## config.mk

```make
export PLATFORM = sky130hd
export DESIGN_NAME = spi_slave_if_flat
export DESIGN_NICKNAME = d
export VERILOG_FILES = /design/src/rtl/spi_slave_if_if.sv /design/src/rtl/spi_slave_if.sv /design/src/flat_wrapper.sv
export SDC_FILE = /design/constraint.sdc
export NUM_CORES = 1
export LEC_CHECK = 0
export ABC_AREA = 1
export BUFFER_PORTS_ARGS = -buffer_cell sky130_fd_sc_hd__buf_2
export CAP_MARGIN = 20
export CORE_MARGIN = 1.5
export CORE_UTILIZATION = 45
export DETAILED_ROUTE_END_ITERATION = 7
export PLACE_DENSITY = 0.69
export SYNTH_ARGS = -nofsm -noshare
export SYNTH_HDL_FRONTEND = slang
export SYNTH_SLANG_ARGS = --single-unit
export TNS_END_PERCENT = 5
```

## constraint.sdc

```tcl
create_clock -name clk -period 1.5 [get_ports clk]
set_input_delay 0.15 -clock clk [delete_from_list [all_inputs] [get_ports clk]]
set_output_delay 0.15 -clock clk [all_outputs]
set_load 0.02 [all_outputs]
```

## src/rtl/spi_slave_if_if.sv

```systemverilog
// Pin-side SPI signals and core-side byte handshake bundled for spi_slave_if.
// The slave modport is the front end's view; master is the driving side.
interface spi_slave_if_if #(
    parameter int DATA_WIDTH = 8
);
    logic                  spi_sclk;
    logic                  spi_cs_n;
    logic                  spi_mosi;
    logic                  spi_miso;
    logic                  spi_miso_oe;
    logic [DATA_WIDTH-1:0] rx_data;
    logic                  rx_rdy;
    logic [DATA_WIDTH-1:0] tx_data;
    logic                  tx_load;
    logic                  busy;
    logic                  tx_underrun;

    modport slave (
        input  spi_sclk, spi_cs_n, spi_mosi, tx_data, tx_load,
        output spi_miso, spi_miso_oe, rx_data, rx_rdy, busy, tx_underrun
    );

    modport master (
        output spi_sclk, spi_cs_n, spi_mosi, tx_data, tx_load,
        input  spi_miso, spi_miso_oe, rx_data, rx_rdy, busy, tx_underrun
    );
endinterface

```

## src/rtl/spi_slave_if.sv

```systemverilog
// SPI mode-0 slave front end: oversampled pins, MSB-first byte RX with a
// one-cycle ready strobe, and a buffered TX byte shifted out on MISO.
module spi_slave_if #(
    parameter int DATA_WIDTH  = 8,
    parameter int SYNC_STAGES = 2
) (
    input  logic          clk,
    input  logic          rst,
    spi_slave_if_if.slave bus
);
    localparam int CW = $clog2(DATA_WIDTH);
    localparam int FW = $clog2(SYNC_STAGES + 1);
    localparam logic [CW-1:0] BIT_LAST = CW'(DATA_WIDTH - 1);
    localparam logic [CW-1:0] CNT_ZERO = CW'(0);
    localparam logic [CW-1:0] CNT_ONE  = CW'(1);
    localparam logic [FW-1:0] FILL_MAX = FW'(SYNC_STAGES);
    localparam logic [FW-1:0] FILL_ONE = FW'(1);

    typedef enum logic {ST_IDLE = 1'b0, ST_ACTIVE = 1'b1} state_t;
    state_t state_r, state_nx;

    logic [SYNC_STAGES-1:0] sclk_sync_r, cs_sync_r, mosi_sync_r;
    logic                   sclk_hist_r, cs_hist_r;
    logic [FW-1:0]          fill_r;
    logic                   armed_r;
    logic [CW-1:0]          bit_cnt_r;
    logic [DATA_WIDTH-1:0]  rx_shift_r, rx_data_r, tx_buf_r, tx_shift_r;
    logic                   tx_valid_r, done_r, rx_rdy_r, underrun_r;
    logic                   miso_r, miso_oe_r;

    logic sclk_s, cs_s, mosi_s;
    logic sclk_rise_s, sclk_fall_s, cs_fall_s, cs_rise_s;
    logic start_s, end_s, active_s, bit_rise_s, bit_fall_s;
    logic byte_done_s, shift_load_s;
    logic [DATA_WIDTH-1:0] rx_next_s;

    assign sclk_s = sclk_sync_r[SYNC_STAGES-1];
    assign cs_s   = cs_sync_r[SYNC_STAGES-1];
    assign mosi_s = mosi_sync_r[SYNC_STAGES-1];

    assign sclk_rise_s = sclk_s & ~sclk_hist_r;
    assign sclk_fall_s = ~sclk_s & sclk_hist_r;
    // A CS fall only counts once a genuine high has been seen since reset
    assign cs_fall_s   = ~cs_s & cs_hist_r & armed_r;
    assign cs_rise_s   = cs_s & ~cs_hist_r;

    assign start_s      = (state_r == ST_IDLE) & cs_fall_s;
    assign end_s        = (state_r == ST_ACTIVE) & cs_rise_s;
    assign active_s     = (state_r == ST_ACTIVE) & ~cs_rise_s;
    assign bit_rise_s   = active_s & sclk_rise_s;
    assign bit_fall_s   = active_s & sclk_fall_s;
    assign byte_done_s  = bit_rise_s & (bit_cnt_r == BIT_LAST);
    assign shift_load_s = start_s | (bit_fall_s & (bit_cnt_r == CNT_ZERO));
    assign rx_next_s    = {rx_shift_r[DATA_WIDTH-2:0], mosi_s};

    // Input synchronisers, edge history and post-reset CS arming
    always_ff @(posedge clk or posedge rst) begin
        if (rst) begin
            sclk_sync_r <= {SYNC_STAGES{1'b0}};
            cs_sync_r   <= {SYNC_STAGES{1'b1}};
            mosi_sync_r <= {SYNC_STAGES{1'b0}};
            sclk_hist_r <= 1'b0;
            cs_hist_r   <= 1'b1;
            fill_r      <= {FW{1'b0}};
            armed_r     <= 1'b0;
        end else begin
            sclk_sync_r <= {sclk_sync_r[SYNC_STAGES-2:0], bus.spi_sclk};
            cs_sync_r   <= {cs_sync_r[SYNC_STAGES-2:0], bus.spi_cs_n};
            mosi_sync_r <= {mosi_sync_r[SYNC_STAGES-2:0], bus.spi_mosi};
            sclk_hist_r <= sclk_s;
            cs_hist_r   <= cs_s;
            if (fill_r != FILL_MAX) begin
                fill_r <= fill_r + FILL_ONE;
            end
            armed_r <= armed_r | ((fill_r == FILL_MAX) & cs_s);
        end
    end

    // Frame state register
    always_ff @(posedge clk or posedge rst) begin
        if (rst) begin
            state_r <= ST_IDLE;
        end else begin
            state_r <= state_nx;
        end
    end

    // Frame next-state logic
    always_comb begin
        state_nx = state_r;
        case (state_r)
            ST_IDLE: begin
                if (start_s) state_nx = ST_ACTIVE;
                else         state_nx = ST_IDLE;
            end
            ST_ACTIVE: begin
                if (cs_rise_s) state_nx = ST_IDLE;
                else           state_nx = ST_ACTIVE;
            end
            default: state_nx = ST_IDLE;
        endcase
    end

    // Bit counter, RX deserialiser, TX buffer/shifter and registered outputs
    always_ff @(posedge clk or posedge rst) begin
        if (rst) begin
            bit_cnt_r  <= CNT_ZERO;
            rx_shift_r <= {DATA_WIDTH{1'b0}};
            rx_data_r  <= {DATA_WIDTH{1'b0}};
            tx_buf_r   <= {DATA_WIDTH{1'b0}};
            tx_shift_r <= {DATA_WIDTH{1'b0}};
            tx_valid_r <= 1'b0;
            done_r     <= 1'b0;
            rx_rdy_r   <= 1'b0;
            underrun_r <= 1'b0;
            miso_r     <= 1'b0;
            miso_oe_r  <= 1'b0;
        end else begin
            done_r     <= byte_done_s;
            rx_rdy_r   <= done_r;
            underrun_r <= 1'b0;
            miso_r     <= (state_r == ST_ACTIVE) ? tx_shift_r[DATA_WIDTH-1] : 1'b0;
            miso_oe_r  <= (state_r == ST_ACTIVE);

            if (start_s || end_s) begin
                bit_cnt_r <= CNT_ZERO;
            end else if (bit_rise_s) begin
                bit_cnt_r <= (bit_cnt_r == BIT_LAST) ? CNT_ZERO : bit_cnt_r + CNT_ONE;
            end

            if (bit_rise_s) begin
                rx_shift_r <= rx_next_s;
            end
            if (byte_done_s) begin
                rx_data_r <= rx_next_s;
            end

            // A load coinciding with a slot start bypasses the buffer
            if (shift_load_s) begin
                tx_valid_r <= 1'b0;
                if (bus.tx_load) begin
                    tx_shift_r <= bus.tx_data;
                end else if (tx_valid_r) begin
                    tx_shift_r <= tx_buf_r;
                end else begin
                    tx_shift_r <= {DATA_WIDTH{1'b0}};
                    underrun_r <= 1'b1;
                end
            end else begin
                if (bit_fall_s) begin
                    tx_shift_r <= {tx_shift_r[DATA_WIDTH-2:0], 1'b0};
                end
                if (bus.tx_load) begin
                    tx_buf_r   <= bus.tx_data;
                    tx_valid_r <= 1'b1;
                end
            end
        end
    end

    assign bus.spi_miso    = miso_r;
    assign bus.spi_miso_oe = miso_oe_r;
    assign bus.rx_data     = rx_data_r;
    assign bus.rx_rdy      = rx_rdy_r;
    assign bus.busy        = (state_r == ST_ACTIVE);
    assign bus.tx_underrun = underrun_r;
endmodule

```

## src/flat_wrapper.sv

```systemverilog
// flat-port wrapper written by rule: the top's interface ports become plain ports
module spi_slave_if_flat 
#(
    parameter int DATA_WIDTH  = 8,
    parameter int SYNC_STAGES = 2
)
  (clk, rst, bus_spi_sclk, bus_spi_cs_n, bus_spi_mosi, bus_tx_data, bus_tx_load, bus_spi_miso, bus_spi_miso_oe, bus_rx_data, bus_rx_rdy, bus_busy, bus_tx_underrun);
  spi_slave_if_if #(.DATA_WIDTH(DATA_WIDTH)) bus_i ();
  input  logic clk;
  input  logic rst;
  input wire logic [$bits(bus_i.spi_sclk)-1:0] bus_spi_sclk;
  input wire logic [$bits(bus_i.spi_cs_n)-1:0] bus_spi_cs_n;
  input wire logic [$bits(bus_i.spi_mosi)-1:0] bus_spi_mosi;
  input wire logic [$bits(bus_i.tx_data)-1:0] bus_tx_data;
  input wire logic [$bits(bus_i.tx_load)-1:0] bus_tx_load;
  output wire logic [$bits(bus_i.spi_miso)-1:0] bus_spi_miso;
  output wire logic [$bits(bus_i.spi_miso_oe)-1:0] bus_spi_miso_oe;
  output wire logic [$bits(bus_i.rx_data)-1:0] bus_rx_data;
  output wire logic [$bits(bus_i.rx_rdy)-1:0] bus_rx_rdy;
  output wire logic [$bits(bus_i.busy)-1:0] bus_busy;
  output wire logic [$bits(bus_i.tx_underrun)-1:0] bus_tx_underrun;
  assign bus_i.spi_sclk = bus_spi_sclk;
  assign bus_i.spi_cs_n = bus_spi_cs_n;
  assign bus_i.spi_mosi = bus_spi_mosi;
  assign bus_i.tx_data = bus_tx_data;
  assign bus_i.tx_load = bus_tx_load;
  assign bus_spi_miso = bus_i.spi_miso;
  assign bus_spi_miso_oe = bus_i.spi_miso_oe;
  assign bus_rx_data = bus_i.rx_data;
  assign bus_rx_rdy = bus_i.rx_rdy;
  assign bus_busy = bus_i.busy;
  assign bus_tx_underrun = bus_i.tx_underrun;
  spi_slave_if #(.DATA_WIDTH(DATA_WIDTH), .SYNC_STAGES(SYNC_STAGES)) u_core (.clk(clk), .rst(rst), .bus(bus_i));
endmodule
```

# Word level (Yosys, flattened, before mapping)
# Index checks and enable logic that the tools add are counted.
# word_totals
wordCells	68
output_inout_bits	13
input_bits	14
register_bits	52
# op_classes
mux	16
add_sub_neg	2
n_bitwise	22
n_reduce_logical	6
n_eq_ne	3
# op_table
cell	count
8-bit 2-to-1 mux	4
1-bit bitwise AND	13
3-bit 2-to-1 mux	3
1-bit 2-to-1 mux	8
1-bit inverter	7
2-bit nonzero test	3
3-bit by 1-bit adder with 3-bit output, second input constant	1
3-bit == test, second input constant	1
3-bit zero test	1
2-bit by 1-bit adder with 2-bit output, second input constant	1
2-bit == test, second input constant	1
2-bit inequality test, second input constant	1
1-bit OR	2
1-bit case mux with 2 select lines	1
2-bit AND reduction	1
1-bit logical OR	1

# Longest topological paths before layout
# Gate-level depths: netlist (run 1).
# depth
word_depth	9
ltp_mapped	9
ltp_nobuf	8

# Worst setup path after synthesis (run 1)
# Ideal clock, no wire load.
# synth_path
path_type	register to register
startpoint	register u_core.cs_hist_r
endpoint	register u_core.rx_data_r[0] (netlist: u_core.bus.rx_data[0])
n_path_buf	1
period_less_slack_ps	1303
setup_slack_ps	197
required_time_ps	1379
setup_time_ps	121
t_arrival_ps	1182
path_stages_with_launch	9
cell_sequence	dfstp_2 -> inv_1 -> nand2_1 -> nand2_2 -> nor2_2 -> inv_2 -> buf_6 -> o21ai_1 -> nand2_1
# synth_via
elab_chain_len	6
# synth_rtl
element	line_no	rtl
from (decl)	spi_slave_if.sv:23	logic sclk_hist_r, cs_hist_r;
from (signal assigned)	spi_slave_if.sv:71	cs_hist_r <= cs_s;
1-bit inverter	spi_slave_if.sv:45	assign cs_rise_s = cs_s & ~cs_hist_r;
1-bit bitwise AND	spi_slave_if.sv:45	
1-bit inverter	spi_slave_if.sv:49	assign active_s = (state_r == ST_ACTIVE) & ~cs_rise_s;
1-bit bitwise AND	spi_slave_if.sv:49	
1-bit bitwise AND	spi_slave_if.sv:50	assign bit_rise_s = active_s & sclk_rise_s;
1-bit bitwise AND	spi_slave_if.sv:52	assign byte_done_s = bit_rise_s & (bit_cnt_r == BIT_LAST);
to (signal assigned)	spi_slave_if.sv:109	rx_data_r <= {DATA_WIDTH{1'b0}};
to (signal assigned)	spi_slave_if.sv:135	rx_data_r <= rx_next_s;
to (decl)	spi_slave_if.sv:27	logic [DATA_WIDTH-1:0] rx_shift_r, rx_data_r, tx_buf_r, tx_shift_r;
# Every way passes these cells.
# A chain may end at the register's enable or synchronous reset.

# Final worst setup path (run 1)
# layout_path
startpoint	register u_core.cs_hist_r
endpoint	register u_core.tx_shift_r[2]
# layout_via
elab_chain_len	8
elab_cells_between_ends	12
cone_classes	mux: 1; bitwise: 10; reduce/logical: 1
# layout_rtl
element	line_no	rtl
1-bit inverter	spi_slave_if.sv:45	
1-bit bitwise AND	spi_slave_if.sv:45	
1-bit inverter	spi_slave_if.sv:49	
1-bit bitwise AND	spi_slave_if.sv:49	
1-bit bitwise AND	spi_slave_if.sv:51	assign bit_fall_s = active_s & sclk_fall_s;
1-bit bitwise AND	spi_slave_if.sv:53	assign shift_load_s = start_s | (bit_fall_s & (bit_cnt_r == CNT_ZERO));
1-bit OR	spi_slave_if.sv:53	
8-bit 2-to-1 mux or 2-bit nonzero test (tied branches)	--	
to (signal assigned)	spi_slave_if.sv:142	tx_shift_r <= bus.tx_data;
to (signal assigned)	spi_slave_if.sv:144	tx_shift_r <= tx_buf_r;
to (signal assigned)	spi_slave_if.sv:146	tx_shift_r <= {DATA_WIDTH{1'b0}};
to (decl)	spi_slave_if.sv:27	
# Parallel ways exist; a longest one is shown, timed or not.

==> impl_metrics.py, run 1 <==
metrics = {
    "critical_path": {
        "start_kind": "flop",
        "path_max_fanout": 9,
        "cp.required_ns": 1.69,
        "r2r_slack_ns": 0.12,
        "cp-end-kind": "flop",
        "arrival_ns": 1.57,
        "critPathKind": "flop to flop",
    },
    "placement": {
        "gp_routability_congestion": 0.7559,
        "place_area_um2": 2542,
        "place_hpwl_um": 2821,
        "port_buffers": 26,
    },
    "timing": {
        "hold_viol": 0,
        "fin_setup_tns_ns": 0,
        "slew_headroom_pct": 72.75,
        "rsz0062_at_grt": "yes",
        "slew_violations": 0,
        "max_freq_mhz": 723.5,
        "setup_viol": 0,
        "skew_ns": 0.01175,
        "tightest_slew_ns": 0.4087,
        "period_share_pct": 92.15,
        "final_period_minus_worst_setup_slack_ns": 1.382,
        "hold_ws_ns": 0.09862,
    },
    "floorplan": {
        "dieArea_um2": 5531,
        "die_w_um": 74.37,
        "initial_core_util_pct": 47.58,
        "die_height_um": 74.37,
        "core_um2": 4817,
        "rows": 25,
        "io_pins": 27,
    },
    "grt": {
        "grt-ovfl-total": 0,
        "grt_pass1_wl_um": 7162,
        "grt_pass1_vias": 1603,
        "grt.total_usage_pct": 17.27,
        "grt_max_degree": 53,
        "grt_antenna_before_repair": 0,
    },
    "run_status": {
        "outcome": "complete, no violations",
    },
    "finish": {
        "final_cell_mix": "nand2_1 (84), dfrtp_1 (49), nor2_1 (27), buf_2 (26), inv_1 (18)",
        "syn_to_final_growth_pct": 19.27,
        "drive_above_1_share_pct": 22.30,
        "final_area_um2": 2734,
        "nFillCells": 459,
        "final_common_cell": "nand2_1",
        "nNetsFinal": 313,
        "num_antenna_cells": 0,
    },
    "clocking": {
        "numCtsBuffers": 5,
        "cts.clk_slew.worst_paths_ns": 0.09,
        "cts_sinks": 52,
        "clock_latency_ns": 0.30,
        "cts_tree": "yes",
        "cts_htree_levels": 2,
        "post_cts_buffers": 0,
        "clockBufferDepth": 2,
        "clock-root-buffer": "clkbuf_8",
    },
    "yosys": {
        "synth_edf_count": 0,
        "syn_nets": 274,
        "synthCells": 256,
        "synth.avg_cell_area_um2": 8.954,
        "synth_xor_area_share_pct": 0.3821,
        "async_flop_share_pct": 100.0,
        "ys_warn_count": 0,
        "synthMuxAreaShare_pct": 0,
        "synthSimpleGateAreaFrac_pct": 26.20,
        "ys_ff_latch": 52,
        "yosys.area_share.adder_pct": 2.183,
        "synth_top_family_by_area": "simple AND/OR/NAND/NOR gates",
        "ys_seq_area_share_pct": 56.93,
        "synth_top_flop_cell": "dfrtp_1",
        "yosysUniqueCellTypes": 28,
        "synth_area_um2": 2292,
        "synth_compound_area_share_pct": 7.205,
    },
    "route": {
        "drt_wl_total_um": 4190,
        "remaining_drc_errors": 0,
        "drt_pass1_iterations": 4,
        "wl_per_cell_um": 11.54,
        "num_vias": 1752,
        "viasPerCell": 4.826,
        "route.antenna.remaining_nets": 0,
        "drt_iter0_drc": 81,
    },
    "run": {
        "cap_violations": 0,
    },
    "power": {
        "p_leak_nw": 1.457,
        "irDropWorstVdd_uv": 629.4,
        "power_density_nw_per_um2": 1319,
    },
    "min_path": {
        "min_path_type": "primary input to flop",
    },
}
-- where the power goes --
| part | internal (mW) | switching, mW | leakage [nW] |
|---|---|---|---|
| Clock | 0.504 | 0.450 | 0.0558 |
| Combinational | 0.343 | 0.494 | 0.752 |
| Sequential | 1.66 | 0.155 | 0.649 |
| Total | 2.51 | 1.10 | 1.46 |
-- sequential cells by signal (all words and copies together) (netlist names), 2 cells and up --
signal,count
u_core.tx_buf_r,8
u_core.bit_cnt_r,3
u_core.mosi_sync_r,2
u_core.fill_r,2
u_core.cs_sync_r,2
u_core.sclk_sync_r,2
u_core.rx_shift_r,7
u_core.bus.rx_data,8
u_core.tx_shift_r,8
-- per-stage QoR --
step	power (mW)	util (%)	setup WS (ns)	cells
after floorplan	2.426	-	0.09709	256
after global placement	2.629	52.78	0.03919	350
after detailed placement	2.660	52.78	-0.01943	350
after CTS	3.627	56.08	0.02930	363
after global routing	3.877	56.75	-0.01041	363
final	3.606	56.75	0.1178	363
-- worst paths after layout --
| check | from | end | depth (start not counted) |
|---|---|---|---|
| min reg2reg | u_core.mosi_sync_r[0] | u_core.mosi_sync_r[1] | 0 |
| min in group asynchronous | rst | u_core.tx_shift_r[6] | 4 |
| max | u_core.cs_hist_r | u_core.tx_shift_r[2] | 8 |
| max reg2reg | u_core.cs_hist_r | u_core.tx_shift_r[2] | 8 |
| max in group asynchronous | rst | u_core.cs_sync_r[1] | 4 |
| min | bus_tx_data[6] | u_core.tx_buf_r[6] | 3 |
-- synthesized netlist by cell type, types with 2 or more instances --
cell | count | share of area [%]
nand3b_1 | 2 | 0.65
a21oi_1 | 4 | 0.87
nand2_2 | 2 | 0.55
buf_6 | 2 | 0.98
a21boi_0 | 2 | 0.65
o21ai_0 | 10 | 2.2
nand3_1 | 11 | 2.4
dfstp_2 | 3 | 3.4
inv_1 | 19 | 3.1
a21oi_2 | 5 | 1.9
nor2_2 | 2 | 0.55
o21ai_1 | 4 | 0.87
buf_4 | 5 | 1.6
nand3_2 | 2 | 0.87
dfrtp_1 | 49 | 53
nand2_1 | 86 | 14
nand4_1 | 8 | 2.2
ha_1 | 4 | 2.2
nor2_1 | 27 | 4.4
-- kinds of logic (layout without fill, tap and decap cells) --
logic type / Yosys count / in the layout
compound gates: 27 / 27
xor+xnor: 1 / 1
fa+ha+maj: 4 / 4
buf+inv: 31 / 70
flops: 52 / 52
simple gates: 141 / 142
-- final cells by class --
class                   count  area [µm²]  area share (%)
flip-flops and latches     52        1305           47.73
multi-input cells         174       853.3           31.21
repair buffers             41       297.8           10.89
well taps                  67       83.83           3.066
inverters                  21       82.58           3.021
clock buffers               6       72.57           2.654
clock inverters             2       38.79           1.419
-- metal layers --
| metal | routed length [µm] | GRT usage, % | vias to the layer above |
|---|---|---|---|
| met5 | 0 | 0 | - |
| met4 | 61 | 6.263 | 0 |
| met3 | 155 | 4.065 | 7 |
| met2 | 1982 | 26.98 | 32 |
| met1 | 1991 | 23.66 | 826 |
| li1 | - | - | 887 |
-- critical path, cell delays in order, from the launching register on --
cell	delay, ns
dfstp_2	0.54
nand2_1	0.06
nor2_2	0.12
nand2_2	0.11
nand2_2	0.11
buf_6	0.13
nand2_1	0.05
nor2_1	0.11
nor2_1	0.05
-- what timing repair did --
item | in CTS | in global routing
resized for setup | 1 | 10
endpoints found under the setup margin | 8 | 25
hold endpoints to repair | 52 | 0
cloned | 1 | 0
pin swaps | 1 | 0
hold buffers | 4 | 0
(Power assumes the default switching activity.)
==> inputs of run 2 (changes only) <==
--- a/config.mk
+++ b/config.mk
@@ -9,9 +9,9 @@
 export BUFFER_PORTS_ARGS = -buffer_cell sky130_fd_sc_hd__buf_2
 export CAP_MARGIN = 20
 export CORE_MARGIN = 1.5
-export CORE_UTILIZATION = 45
+export CORE_UTILIZATION = 50
 export DETAILED_ROUTE_END_ITERATION = 7
-export PLACE_DENSITY = 0.69
+export PLACE_DENSITY = 0.75
 export SYNTH_ARGS = -nofsm -noshare
 export SYNTH_HDL_FRONTEND = slang
 export SYNTH_SLANG_ARGS = --single-unit
==> impl_metrics.py, run 2 (synthesized netlist as in run 1, its figures left out) <==
metrics = {
    "critical_path": {
        "path_max_fanout": 6,
        "reg2reg_from": "u_core.cs_hist_r",
        "cp-startpoint": "u_core.cs_hist_r",
        "reg2regPathDepth": 8,
        "critPathKind": "flop to flop",
        "slowest_stage": "dfstp_2",
        "crit_end": "u_core.tx_shift_r[5]",
        "r2r-end": "u_core.tx_shift_r[5]",
        "r2r_slack_ns": 0.08,
        "arrival_ns": 1.62,
        "cp-end-kind": "flop",
        "start_kind": "flop",
        "cp.required_ns": 1.70,
        "cp_cell_sequence": "nand2_1 -> nor2_2 -> nand2_2 -> nand2_2 -> buf_4 -> nand2_1 -> nor2_1 -> nor2_1",
        "slowest_delay_ns": 0.54,
    },
    "grt": {
        "grt_pass1_vias": 1685,
        "grt_antenna_before_repair": 0,
        "grt-ovfl-total": 0,
        "grt_pass1_wl_um": 7569,
        "grt.total_usage_pct": 19.02,
        "grt_max_degree": 28,
    },
    "route": {
        "drt_iter0_drc": 133,
        "remaining_drc_errors": 0,
        "route.antenna.remaining_nets": 0,
        "wl_per_cell_um": 12.21,
        "drt_wl_total_um": 4238,
        "viasPerCell": 5.089,
        "drt_pass1_iterations": 4,
        "num_vias": 1766,
    },
    "floorplan": {
        "die_height_um": 70.71,
        "dieArea_um2": 5000,
        "core_um2": 4384,
        "rows": 24,
        "io_pins": 27,
        "die_w_um": 70.71,
        "initial_core_util_pct": 52.28,
    },
    "finish": {
        "num_antenna_cells": 0,
        "stdcell_count": 347,
        "syn_to_final_growth_pct": 16.92,
        "nNetsFinal": 312,
        "multi_input_area_um2": 853.3,
        "drive_above_1_share_pct": 23.05,
        "final_area_um2": 2680,
        "seq_area_um2": 1305,
        "final_cell_mix": "nand2_1 (84), dfrtp_1 (49), buf_2 (26), nor2_1 (25), inv_1 (18)",
        "final_common_cell": "nand2_1",
        "nFillCells": 373,
    },
    "timing": {
        "hold_viol": 0,
        "worst_slack_ns": 0.07675,
        "final_period_minus_worst_setup_slack_ns": 1.423,
        "max_freq_mhz": 702.6,
        "setup_viol": 0,
        "skew_ns": 0.01059,
        "slew_headroom_pct": 72.76,
        "tightest_slew_ns": 0.4080,
        "period_share_pct": 94.88,
        "rsz0062_at_grt": "yes",
        "slew_violations": 0,
    },
    "placement": {
        "place_hpwl_um": 2899,
        "gp_routability_congestion": 0.7467,
        "port_buffers": 26,
        "dpl.cell_count": 333,
        "post-place-ws_ns": -0.006760,
        "place_area_um2": 2509,
    },
    "clocking": {
        "numCtsBuffers": 5,
        "clock_latency_ns": 0.31,
        "cts_sinks": 52,
        "cts.clk_slew.worst_paths_ns": 0.09,
        "cts_htree_levels": 2,
        "clockBufferDepth": 2,
        "cts_tree": "yes",
        "clock-root-buffer": "clkbuf_8",
    },
    "power": {
        "irDropWorstVdd_uv": 693.6,
        "p_leak_nw": 1.431,
        "power_density_nw_per_um2": 1285,
    },
    "min_path": {
        "min_path_type": "primary input to flop",
    },
    "run_status": {
        "outcome": "complete, no violations",
    },
    "run": {
        "cap_violations": 0,
    },
}
-- run 2: where the power goes --
part | internal [mW] | total (mW) | switching, mW
Sequential | 1.66 | 1.83 | 0.165
Clock | 0.332 | 0.791 | 0.459
Combinational | 0.330 | 0.826 | 0.495
Total | 2.32 | 3.44 | 1.12
-- run 2: metal layers --
metal	part of all wire [%]	wire [µm]	GRT usage [%]
met5	0	0	0
met4	1.6	68	7.338
met3	4.2	176	4.986
met2	47	1975	29.70
met1	48	2018	25.66
-- run 2: area by class of cell --
cell class	instances	area share, %
clock buffer	6	2.708
clock inverter	2	0.6069
inverter	21	3.175
multi-input combinational	174	31.84
sequential	52	48.69
tap	52	2.428
timing repair buffer	40	10.55
-- run 2: how the worst min path moves through the flow --
stage | start | end | slack [ns] | cells past startpoint
6_report | bus_tx_data[5] | u_core.tx_buf_r[5] | 0.10 | 3
5_1_grt | bus_tx_data[6] | u_core.tx_buf_r[6] | 0.1 | 3
4_1_cts | bus_tx_data[6] | u_core.tx_buf_r[6] | 0.09 | 3
3_5_place_dp | rst | u_core.fill_r[0] | 0.16 | 2
3_3_place_gp | rst | u_core.fill_r[0] | 0.16 | 2
2_1_floorplan | bus_spi_cs_n | u_core.cs_sync_r[0] | 0.15 | 0
-- run 2: what timing repair did --
action                                 4_1_cts  5_1_grt
buffers inserted                             1        0
hold buffers                                 4        0
endpoints found under the hold margin       18        0
gates resized for setup                      0       10
pin swaps                                    1        0
cloned                                       1        0
setup endpoints to repair                    6       27
-- run 2: critical path, delay by kind of cell (launching register included) --
| family | cells | cell delay [ns] |
|---|---|---|
| DFF | 1 | 0.54 |
| buffers and inverters | 1 | 0.16 |
| and+or+nand+nor | 7 | 0.61 |
-- run 2: through the flow --
stage / hold WS, ns / utilization (%) / power [mW] / setup TNS, ns
floorplan: 0.1545 / - / 2.426 / 0
global placement: 0.1614 / 57.22 / 2.620 / 0
detailed placement: 0.1640 / 57.22 / 2.656 / -0.006760
CTS: 0.09239 / 60.47 / 3.460 / 0
global route: 0.09610 / 61.13 / 3.677 / -0.2196
finish: 0.1004 / 61.13 / 3.443 / 0
